$ cat config.mk
export PLATFORM = sky130hd
export DESIGN_NAME = dcs_requant_packer_flat
export DESIGN_NICKNAME = d
export VERILOG_FILES = /design/src/rtl/dcs_pkg.sv /design/src/rtl/dcs_requant_packer_if.sv /design/src/rtl/dcs_word_fifo.sv /design/src/rtl/dcs_requant_packer.sv /design/src/flat_wrapper.sv
export SDC_FILE = /design/constraint.sdc
export NUM_CORES = 1
export LEC_CHECK = 0
export ABC_CLOCK_PERIOD_IN_PS = 6800
export CAP_MARGIN = 15
export CORE_MARGIN = 4
export CORE_UTILIZATION = 30
export DETAILED_ROUTE_END_ITERATION = 16
export DONT_BUFFER_PORTS = 1
export PLACE_DENSITY = 0.55
export SLEW_MARGIN = 10
export SYNTH_ARGS = -nofsm -noshare
export SYNTH_HDL_FRONTEND = slang
export SYNTH_SLANG_ARGS = --single-unit
$ cat constraint.sdc
create_clock -name clk -period 6.8 [get_ports clk]
set_clock_uncertainty 0.15 [all_clocks]
set_input_delay 1.36 -clock clk [delete_from_list [all_inputs] [get_ports clk]]
set_output_delay 1.36 -clock clk [all_outputs]
set_load 0.01 [all_outputs]
$ cat src/rtl/dcs_pkg.sv
// dcs_pkg: shared types and constants for the DCSformer requant/packer output stage.
//   pack_word_t - one packed FIFO entry (four int8 lanes, lane-valid mask, frame-last flag)
//   LANES       - int8 lanes per packed word
//   Q_MIN/Q_MAX - int8 saturation bounds
package dcs_pkg;

    localparam int LANES = 4;
    localparam int Q_MIN = -128;
    localparam int Q_MAX = 127;

    typedef struct packed {
        logic [31:0] data;
        logic [3:0]  keep;
        logic        last;
    } pack_word_t;

    // Lane-valid mask for a word whose highest filled lane is 'lane'.
    function automatic logic [3:0] keep_mask(input logic [1:0] lane);
        logic [3:0] m;
        case (lane)
            2'd0:    m = 4'b0001;
            2'd1:    m = 4'b0011;
            2'd2:    m = 4'b0111;
            default: m = 4'b1111;
        endcase
        return m;
    endfunction

endpackage

$ cat src/rtl/dcs_requant_packer_if.sv
// dcs_requant_packer_if: stream bundle around the requant/packer.
//   in_valid/in_data/in_last/cfg_shift - result stream from the core (no backpressure)
//   out_valid/out_ready/out_data/out_keep/out_last - packed-word valid/ready stream
//   modport slave  - the packer side
//   modport master - the producer/consumer side (core + writeback)
interface dcs_requant_packer_if #(
    parameter int SHIFT_W = 5
);
    logic               in_valid;
    logic [31:0]        in_data;
    logic               in_last;
    logic [SHIFT_W-1:0] cfg_shift;
    logic               out_valid;
    logic               out_ready;
    logic [31:0]        out_data;
    logic [3:0]         out_keep;
    logic               out_last;

    modport master (
        output in_valid, in_data, in_last, cfg_shift, out_ready,
        input  out_valid, out_data, out_keep, out_last
    );

    modport slave (
        input  in_valid, in_data, in_last, cfg_shift, out_ready,
        output out_valid, out_data, out_keep, out_last
    );
endinterface

$ cat src/rtl/dcs_word_fifo.sv
// dcs_word_fifo: circular buffer of pack_word_t entries.
//   clk, rst   - clock, synchronous active-high reset
//   push/word  - write request and entry; accepted when not full or when a pop
//                happens in the same cycle (the pop frees the slot)
//   full       - occupancy == DEPTH
//   pop/empty  - read request (ignored when empty) and occupancy == 0
//   head       - oldest entry, combinational read
module dcs_word_fifo
    import dcs_pkg::*;
#(
    parameter int DEPTH = 4
) (
    input  logic       clk,
    input  logic       rst,
    input  logic       push,
    input  pack_word_t push_word,
    output logic       full,
    input  logic       pop,
    output logic       empty,
    output pack_word_t head
);
    localparam int AW = (DEPTH > 1) ? $clog2(DEPTH) : 1;

    pack_word_t    mem [DEPTH];
    logic [AW-1:0] wr_ptr;
    logic [AW-1:0] rd_ptr;
    logic [AW:0]   count;
    logic          do_push;
    logic          do_pop;

    assign full    = (count == (AW+1)'(DEPTH));
    assign empty   = (count == '0);
    assign do_pop  = pop && !empty;
    assign do_push = push && (!full || do_pop);
    assign head    = mem[rd_ptr];

    // DEPTH is a power of two, so pointer wrap is the natural overflow.
    always_ff @(posedge clk) begin
        if (rst) begin
            wr_ptr <= '0;
            rd_ptr <= '0;
            count  <= '0;
        end else begin
            if (do_push) wr_ptr <= wr_ptr + 1'b1;
            if (do_pop)  rd_ptr <= rd_ptr + 1'b1;
            case ({do_push, do_pop})
                2'b10:   count <= count + 1'b1;
                2'b01:   count <= count - 1'b1;
                default: ;
            endcase
        end
    end

    always_ff @(posedge clk) begin
        if (do_push) mem[wr_ptr] <= push_word;
    end
endmodule

$ cat src/rtl/dcs_requant_packer.sv
// dcs_requant_packer: requantizes the core's int32 results to int8 (arithmetic
// right shift, round half up, saturate), packs four bytes per 32-bit word and
// buffers words in a FIFO toward writeback.
//   clk, rst - clock, synchronous active-high reset
//   stream   - input result stream and output packed-word stream
//   ovf_err  - sticky: a completed word was dropped on a full FIFO
//   sat_cnt  - saturating count of clamped results
module dcs_requant_packer
    import dcs_pkg::*;
#(
    parameter int FIFO_DEPTH = 4,
    parameter int SHIFT_W    = 5
) (
    input  logic                 clk,
    input  logic                 rst,
    dcs_requant_packer_if.slave  stream,
    output logic                 ovf_err,
    output logic [15:0]          sat_cnt
);
    localparam int LANE_W = $clog2(LANES);
    localparam logic signed [32:0] Q_HI = 33'(Q_MAX);
    localparam logic signed [32:0] Q_LO = 33'(Q_MIN);

    logic [SHIFT_W-1:0]  shift;
    logic signed [32:0]  x_ext;
    logic signed [32:0]  biased;
    logic signed [32:0]  shifted;
    logic                sat_hi;
    logic                sat_lo;
    logic [7:0]          q_byte;

    logic                r_valid;
    logic [7:0]          r_byte;
    logic                r_last;

    logic [LANE_W-1:0]   lane;
    logic [31:0]         acc_data;
    logic [31:0]         word_data;
    logic                complete;
    pack_word_t          push_word;
    pack_word_t          head;
    logic                fifo_full;
    logic                fifo_empty;
    logic                pop_fire;

    assign shift = stream.cfg_shift;

    // 33-bit datapath so adding the rounding bias to 0x7FFFFFFF cannot wrap.
    always_comb begin
        x_ext  = {stream.in_data[31], stream.in_data};
        biased = x_ext;
        if (shift != '0) biased = x_ext + (33'sd1 <<< (shift - 1'b1));
        shifted = biased >>> shift;
        sat_hi  = shifted > Q_HI;
        sat_lo  = shifted < Q_LO;
        if (sat_hi)      q_byte = 8'h7F;
        else if (sat_lo) q_byte = 8'h80;
        else             q_byte = shifted[7:0];
    end

    always_ff @(posedge clk) begin
        if (rst) begin
            r_valid <= 1'b0;
            r_byte  <= '0;
            r_last  <= 1'b0;
            sat_cnt <= '0;
        end else begin
            r_valid <= stream.in_valid;
            if (stream.in_valid) begin
                r_byte <= q_byte;
                r_last <= stream.in_last;
                if ((sat_hi || sat_lo) && sat_cnt != 16'hFFFF) sat_cnt <= sat_cnt + 1'b1;
            end
        end
    end

    // Unfilled lanes of acc_data are always zero, so a short word needs no masking.
    always_comb begin
        word_data = acc_data;
        word_data[{lane, 3'b000} +: 8] = r_byte;
        complete  = r_valid && (lane == LANE_W'(LANES - 1) || r_last);
        push_word = '{data: word_data, keep: keep_mask(lane), last: r_last};
    end

    assign pop_fire = stream.out_valid && stream.out_ready;

    always_ff @(posedge clk) begin
        if (rst) begin
            lane     <= '0;
            acc_data <= '0;
            ovf_err  <= 1'b0;
        end else if (r_valid) begin
            if (complete) begin
                lane     <= '0;
                acc_data <= '0;
                if (fifo_full && !pop_fire) ovf_err <= 1'b1;
            end else begin
                lane     <= lane + 1'b1;
                acc_data <= word_data;
            end
        end
    end

    dcs_word_fifo #(.DEPTH(FIFO_DEPTH)) u_fifo (
        .clk       (clk),
        .rst       (rst),
        .push      (complete),
        .push_word (push_word),
        .full      (fifo_full),
        .pop       (stream.out_ready),
        .empty     (fifo_empty),
        .head      (head)
    );

    // Fields forced to zero when empty so stale memory never shows on the bus.
    assign stream.out_valid = !fifo_empty;
    assign stream.out_data  = fifo_empty ? 32'd0 : head.data;
    assign stream.out_keep  = fifo_empty ? 4'd0  : head.keep;
    assign stream.out_last  = fifo_empty ? 1'b0  : head.last;
endmodule

$ cat src/flat_wrapper.sv
// flat-port wrapper written by rule: the top's interface ports become plain ports
module dcs_requant_packer_flat import dcs_pkg::*;
#(
    parameter int FIFO_DEPTH = 4,
    parameter int SHIFT_W    = 5
)
  (clk, rst, ovf_err, sat_cnt, stream_in_valid, stream_in_data, stream_in_last, stream_cfg_shift, stream_out_ready, stream_out_valid, stream_out_data, stream_out_keep, stream_out_last);
  dcs_requant_packer_if #(.SHIFT_W(SHIFT_W)) stream_i ();
  input  logic clk;
  input  logic rst;
  output logic ovf_err;
  output logic [15:0] sat_cnt;
  input wire logic [$bits(stream_i.in_valid)-1:0] stream_in_valid;
  input wire logic [$bits(stream_i.in_data)-1:0] stream_in_data;
  input wire logic [$bits(stream_i.in_last)-1:0] stream_in_last;
  input wire logic [$bits(stream_i.cfg_shift)-1:0] stream_cfg_shift;
  input wire logic [$bits(stream_i.out_ready)-1:0] stream_out_ready;
  output wire logic [$bits(stream_i.out_valid)-1:0] stream_out_valid;
  output wire logic [$bits(stream_i.out_data)-1:0] stream_out_data;
  output wire logic [$bits(stream_i.out_keep)-1:0] stream_out_keep;
  output wire logic [$bits(stream_i.out_last)-1:0] stream_out_last;
  assign stream_i.in_valid = stream_in_valid;
  assign stream_i.in_data = stream_in_data;
  assign stream_i.in_last = stream_in_last;
  assign stream_i.cfg_shift = stream_cfg_shift;
  assign stream_i.out_ready = stream_out_ready;
  assign stream_out_valid = stream_i.out_valid;
  assign stream_out_data = stream_i.out_data;
  assign stream_out_keep = stream_i.out_keep;
  assign stream_out_last = stream_i.out_last;
  dcs_requant_packer #(.FIFO_DEPTH(FIFO_DEPTH), .SHIFT_W(SHIFT_W)) u_core (.clk(clk), .rst(rst), .stream(stream_i), .ovf_err(ovf_err), .sat_cnt(sat_cnt));
endmodule
== Word-level counts from Yosys, hierarchy flattened ==
Memory sizes are Yosys's and may differ from the RTL's. A register that Yosys moved wholly into a read port is not among the register bits.
Index checks and enable logic that the tools add are counted.
Storage, ports and cells
  memories kept: 1
  logic and storage cells: 65
  input port bits: 42
  bits in registers: 68
  RAM bits: 148
  output and inout bits: 55
Cells by class
  multiplexer cells: 15
  equal/unequal tests: 7
  reduce and logical (&&, ||, !) cells: 17
  add/subtract/negate cells: 9
  magnitude comparators: 2
  shift operators: 4
Memories
  u_core.u_fifo.mem: depth 4, bits a word 37, read ports 1, clocked after Yosys merged registers in 1, wr ports 1, line dcs_word_fifo.sv:24  | pack_word_t mem [DEPTH];
Operators by type and width (count)
  $mux W32: 2
  $add A32 B33 Y33: 1
  $gt A33 B8 Y1 const B: 1
  $lt A33 B8 Y1 const B: 1
  $mux W33: 1
  $sshl A2 B5 Y33 const A: 1
  $sshr A33 B5 Y33: 1
  $bwmux W32: 1
  $shift A8 B7 Y32 const A: 1
  $shiftx A8 B7 Y32: 1
  $add A16 B1 Y16 const B: 1
  $mux W8: 2
  $ne A16 B16 Y1 const B: 1
  $pmux W4 S3: 1
  $neg A5 Y7: 1
  $add A2 B1 Y2 const B: 3
  $eq A2 B2 Y1 const B: 3
  $mux W2: 3
  $pmux W3 S2: 1
  $logic_and A1 B1 Y1: 5
  $reduce_bool A5 Y1: 1
  $sub A5 B1 Y5 const B: 1
  $eq A2 B1 Y1 const B: 2
  $mux W4: 1
  other kinds (11): 17

== Longest topological paths before layout ==
  word-level depth: 9
  gate-level depth with buffers: 24
  depth with buffers taken out: 20

== Hierarchy ==
Synthesis repeated with hierarchy kept, for this count alone.
Unflattened totals
  cells, all modules: 1595
  area, all modules: 14874.3 µm²
Modules (own cells, without submodules)
  dcs_requant_packer: sequential area each 1221.2 µm², cells an instance 1343, instances 1, area an instance 9013.6 µm²
  dcs_word_fifo: sequential area each 4624.4 µm², cells an instance 252, instances 1, area an instance 5860.6 µm²

== Worst setup path before layout ==
Ideal clock, no wire load.
  path type: input to register
  start point: input stream_cfg_shift[1]
  end point: register u_core.sat_cnt[15]
  library setup time: 0.123 ns
  required time: 6.527 ns
  data arrival time: 7.047 ns
  path buffers: 7
  slack: -0.521 ns
  stages: 24
  path through: clkbuf_1 > clkbuf_1 > clkbuf_1 > buf_1 > buf_1 > nand2_1 > nor2_1 > ha_1 > buf_2 > a21oi_1 > o21a_1 > o221ai_1 > or4_1 > o211ai_1 > nand2_1 > and2_1 > mux4_2 > o211a_1 > a31oi_1 > or4_1 > o31ai_4 > buf_6 > a2111oi_1 > mux2_1
On the way
  cells in the longest elaborated chain, start to end: 9
  elaborated cells on any way between the ends: 11
  classes of those cells: add/sub: 2; order compare: 2; shift: 2; mux: 1; reduce/logical: 4
RTL lines
  start: declaration: line flat_wrapper.sv:16  | input wire logic [$bits(stream_i.cfg_shift)-1:0] stream_cfg_shift;
  $sub A5 B1 Y5: line dcs_requant_packer.sv:52  | if (shift != '0) biased = x_ext + (33'sd1 <<< (shift - 1'b1));
  $sshl A2 B5 Y33: line dcs_requant_packer.sv:52
  $add A32 B33 Y33: line dcs_requant_packer.sv:52
  $mux W33: line dcs_requant_packer.sv:52
  $sshr A33 B5 Y33 *: line dcs_requant_packer.sv:53  | shifted = biased >>> shift;
  $gt A33 B8 Y1 / $lt A33 B8 Y1 (equally long branches): line dcs_requant_packer.sv:54, dcs_requant_packer.sv:55
  $logic_or A1 B1 Y1 *: line dcs_requant_packer.sv:72  | if ((sat_hi || sat_lo) && sat_cnt != 16'hFFFF) sat_cnt <= sat_cnt + 1'b1;
  $logic_and A1 B1 Y1 *: line dcs_requant_packer.sv:72
  $reduce_and A2 Y1 (no line) *
  end signal: assignment: line dcs_requant_packer.sv:72
  end: declaration: line dcs_requant_packer.sv:18  | output logic [15:0] sat_cnt
Every way passes the cells marked *; elsewhere a longest branch is shown, timed or not.
A chain may end at the register's enable or synchronous reset.

== Final worst setup path ==
  start point: input stream_cfg_shift[0]
  end point: register u_core.r_byte[3]
On the way
  cells in the longest elaborated chain, start to end: 8
  elaborated cells on any way between the ends: 10
  classes of those cells: add/sub: 2; order compare: 2; shift: 2; mux: 3; reduce/logical: 1
RTL lines
  $sub A5 B1 Y5: line dcs_requant_packer.sv:52
  $sshl A2 B5 Y33: line dcs_requant_packer.sv:52
  $add A32 B33 Y33: line dcs_requant_packer.sv:52
  $mux W33: line dcs_requant_packer.sv:52
  $sshr A33 B5 Y33 *: line dcs_requant_packer.sv:53
  $lt A33 B8 Y1: line dcs_requant_packer.sv:55  | sat_lo = shifted < Q_LO;
  $mux W8: line dcs_requant_packer.sv:57  | else if (sat_lo) q_byte = 8'h80;
  $mux W8 *: line dcs_requant_packer.sv:56  | if (sat_hi) q_byte = 8'h7F;
  end signal: assignment: line dcs_requant_packer.sv:70  | r_byte <= q_byte;
  end: declaration: line dcs_requant_packer.sv:33  | logic [7:0] r_byte;
Marks and branches as above.

==> metrics <==
Initial Utilization 30.60%; reg2reg path depth 4; Req. time, crit path around 7.0 ns; Core Footprint between 40000 and 50000 um^2; number of inserted diodes 0; HPWL after DPL roughly 33000 um; post-detailed-route count of antenna-violating nets 0; worst slew pin tran roughly 1.1 ns; crit path max fanout 51; clk sinks approximately 210; Fmax 153.1 MHz; wl on met1 20280 um; status finished, final reports clean; antenna violations before repair 0; Die ar. 51350 um^2; GRT Resource Usage Total between 10% and 20%; Avg WL per Cell ~21 um; CP Capture Type flip-flop; Syn. warnings 0; Worst Path Buf+Inv 1; PwrDens between 150 and 200 nW/um^2; worst vdd ir about 0.00011 V; drt pass-1 iters 6; min-delay src u_core.u_fifo.rd_ptr[1]$_SDFFE_PP0P_; CP Class primary input to flip-flop; CTS Root Cell clkbuf_16; DR vias roughly 12000; share of the synthesized area in the top cell type just over 30%; largest stage delay on the critical path 0.72 ns; FF-to-FF Start u_core.lane[0]$_SDFFE_PP0P_; Via density between 5 and 6; most frequent cells in the layout 176 x nor2_1, 150 x nand2_1, 148 x buf_4; # fillers 4772; initial DRC count around 1300; Worst EP arrival about 6.8 ns; Inst Count DP approximately 2200; Final setup viols 0; commonest non-fill, non-tap cell in the layout nor2_1; setup slack after layout approximately 0.27 ns; H-tree levels 1; Critical path origin stream_cfg_shift[0]; area growth from synthesis to layout 16.03%; ys async rst share 0%; DRT Wirelength about 46000 um; # port buffers 0; post-CTS setup buffers 0; uppermost layer routed met4; Ports 97; crit start category primary input; cell row count 79; Slew headroom between 20% and 30%; later-pin clock latency in the skew report 0.53 ns; vias in the first global route about 12000; minimum clock period 6.531 ns; final non-filler cell total about 2200; Post-Synthesis Cells 1508; first-pass GRT wire length approximately 70000 um; Post-layout nets roughly 1700; dpl ws -0.1185 ns; CTS tree yes; period utilisation layout a little over nine tenths; Slowest-stage cell, CP a211oi_1; die height 226.6 um; cell family with most CP delay compound AO/OA/AOI/OAI gates; CTS clk-pin slew, worst paths approximately 0.06 ns; cell taking the most area after synthesis edfxtp_1; Mapped Area between 10000 and 15000 um^2; post_cts resized 0; Slew Limit Fails 0; total gr overflow 0; WL met2 ~21000 um; Mapped Nets roughly 1600; Fin Setup TNS 0 ns; sequential area share after synthesis between 30 and 40%; CP Cell Sequence nor2_1 -> nand2_1 -> nor2_1 -> ha_1 -> o211ai_1 -> a21o_1 -> a311o_1 -> a2111oi_2 -> a2111oi_1 -> a311oi_1 -> a211oi_1 -> o32ai_1 -> a211o_1 -> a2111oi_0 -> nand4_1 -> o31ai_4 -> buf_12 -> and2_1 -> a211oi_1; post-synth cell types 96; Num CTS Buffers 23; share of cells above drive strength 1 approximately 18%; hold crit path type flip-flop to flip-flop; unrepaired setup endpoints after global routing false; synth top area cells edfxtp_1 30%, dfxtp_1 9.8%, mux4_2 6.4%; Primary FF master, synth edfxtp_1; Placer Congestion ~0.96; # DRC 0; Longest Clk Path Bufs 3; Levels on crit path 19; Seq cells post-synth 214; largest net degree at the start of global routing 86; Leak 6.004 nW; hold path depth 2; number of synthesized flops with an enable pin 144; Avg Cell Area, Syn roughly 9.5 um^2; hold_buf cts 0; Final Hold Fails 0; Die X 226.6 um; max_cap viols 0; metal3 WL about 3200 um
-- worst paths after layout --
| path | to | slack (ns) |
|---|---|---|
| worst min-delay path | flip-flop | 0.38 |
| worst max-delay path | u_core.r_byte[3]$_SDFFE_PP0P_ | 0.27 |
| worst max register to register | u_core.u_fifo.mem[1][35]$_DFFE_PP_ | 3.83 |
| worst min register to register | flip-flop | 0.38 |
-- tightest hold or removal path, delay by kind of cell (launching register included) --
family	cells	cell delay, ns
xor+xnor	1	0.07
simple gates	1	0.09
flops	1	0.33
-- cells by family (layout without fill, tap and decap cells) --
family,Yosys count,in the layout,share of synthesized area (%)
xor gates and xnor gates,23,23,1.405
buffers and inverters,157,250,4.451
AOI/OAI and AO/OA,424,424,21.35
adders and majority gates,46,46,4.119
and+or+nand+nor,549,549,18.20
DFF,214,214,39.93
muxes,95,95,10.53
-- layer usage --
layer | up-vias | GRT usage [%]
met5 | - | 0
met4 | 0 | 4.203
met3 | 79 | 3.509
met2 | 431 | 27.82
met1 | 5991 | 23.78
li1 | 5864 | -
-- synth_stat cells, drive strengths merged (7+ instances only) --
library cell / n
nor2: 176
nand2: 150
edfxtp: 144
o21ai: 89
a21oi: 70
dfxtp: 70
clkbuf: 66
inv: 54
and2: 53
ha: 44
a211oi: 42
mux4: 41
a2bb2oi: 34
mux2: 34
buf: 33
nor3: 32
nand4: 28
nand3: 27
mux2i: 20
o211ai: 20
o21a: 17
nor2b: 16
a21o: 14
xnor2: 13
or3: 12
a31oi: 11
and3: 10
o31ai: 10
xor2: 10
a2111oi: 9
a211o: 9
nand2b: 9
a311oi: 8
nor4: 8
or4: 8
o22ai: 7
or2: 7
-- per-stage QoR --
stage          hold WS [ns]  instance area, um^2  total power [mW]  util (%)
2_1_floorplan        0.3347                14390             1.766         -
3_3_place_gp         0.3606                15850             1.935     33.84
3_5_place_dp         0.3657                15850             1.934     33.84
4_1_cts              0.3824                16630             3.223     35.49
5_1_grt              0.3991                16640             3.326     35.51
6_report             0.3778                16640             3.187     35.51
-- flip-flops by register name, summed over array words and instances (netlist names), named ones only --
signal,flops
u_core.u_fifo.wr_ptr,2
u_core.r_byte,8
u_core.u_fifo.rd_ptr,2
u_core.u_fifo.mem,144
u_core.sat_cnt,16
u_core.ovf_err,1
u_core.acc_data,32
u_core.lane,2
u_core.r_last,1
u_core.r_valid,1
u_core.u_fifo.count,3
-- power by group --
part           internal (mW)  switching (mW)  leakage, nW
Combinational          0.217           0.290         3.73
Sequential              1.39          0.0148         1.89
Clock                  0.743           0.528        0.384
Total                   2.35           0.834         6.00
-- layout make-up --
| type | count | area, um^2 | area share (%) |
|---|---|---|---|
| timing repair buffer | 150 | 1151 | 6.919 |
| tap | 607 | 759.5 | 4.565 |
| sequential | 214 | 5727 | 34.42 |
| clock buffer | 29 | 628.1 | 3.776 |
| inverter | 58 | 217.7 | 1.309 |
| multi-input combinational | 1137 | 8005 | 48.12 |
| clock inverter | 13 | 147.6 | 0.8875 |
Power figures use the tool's default switching activity.
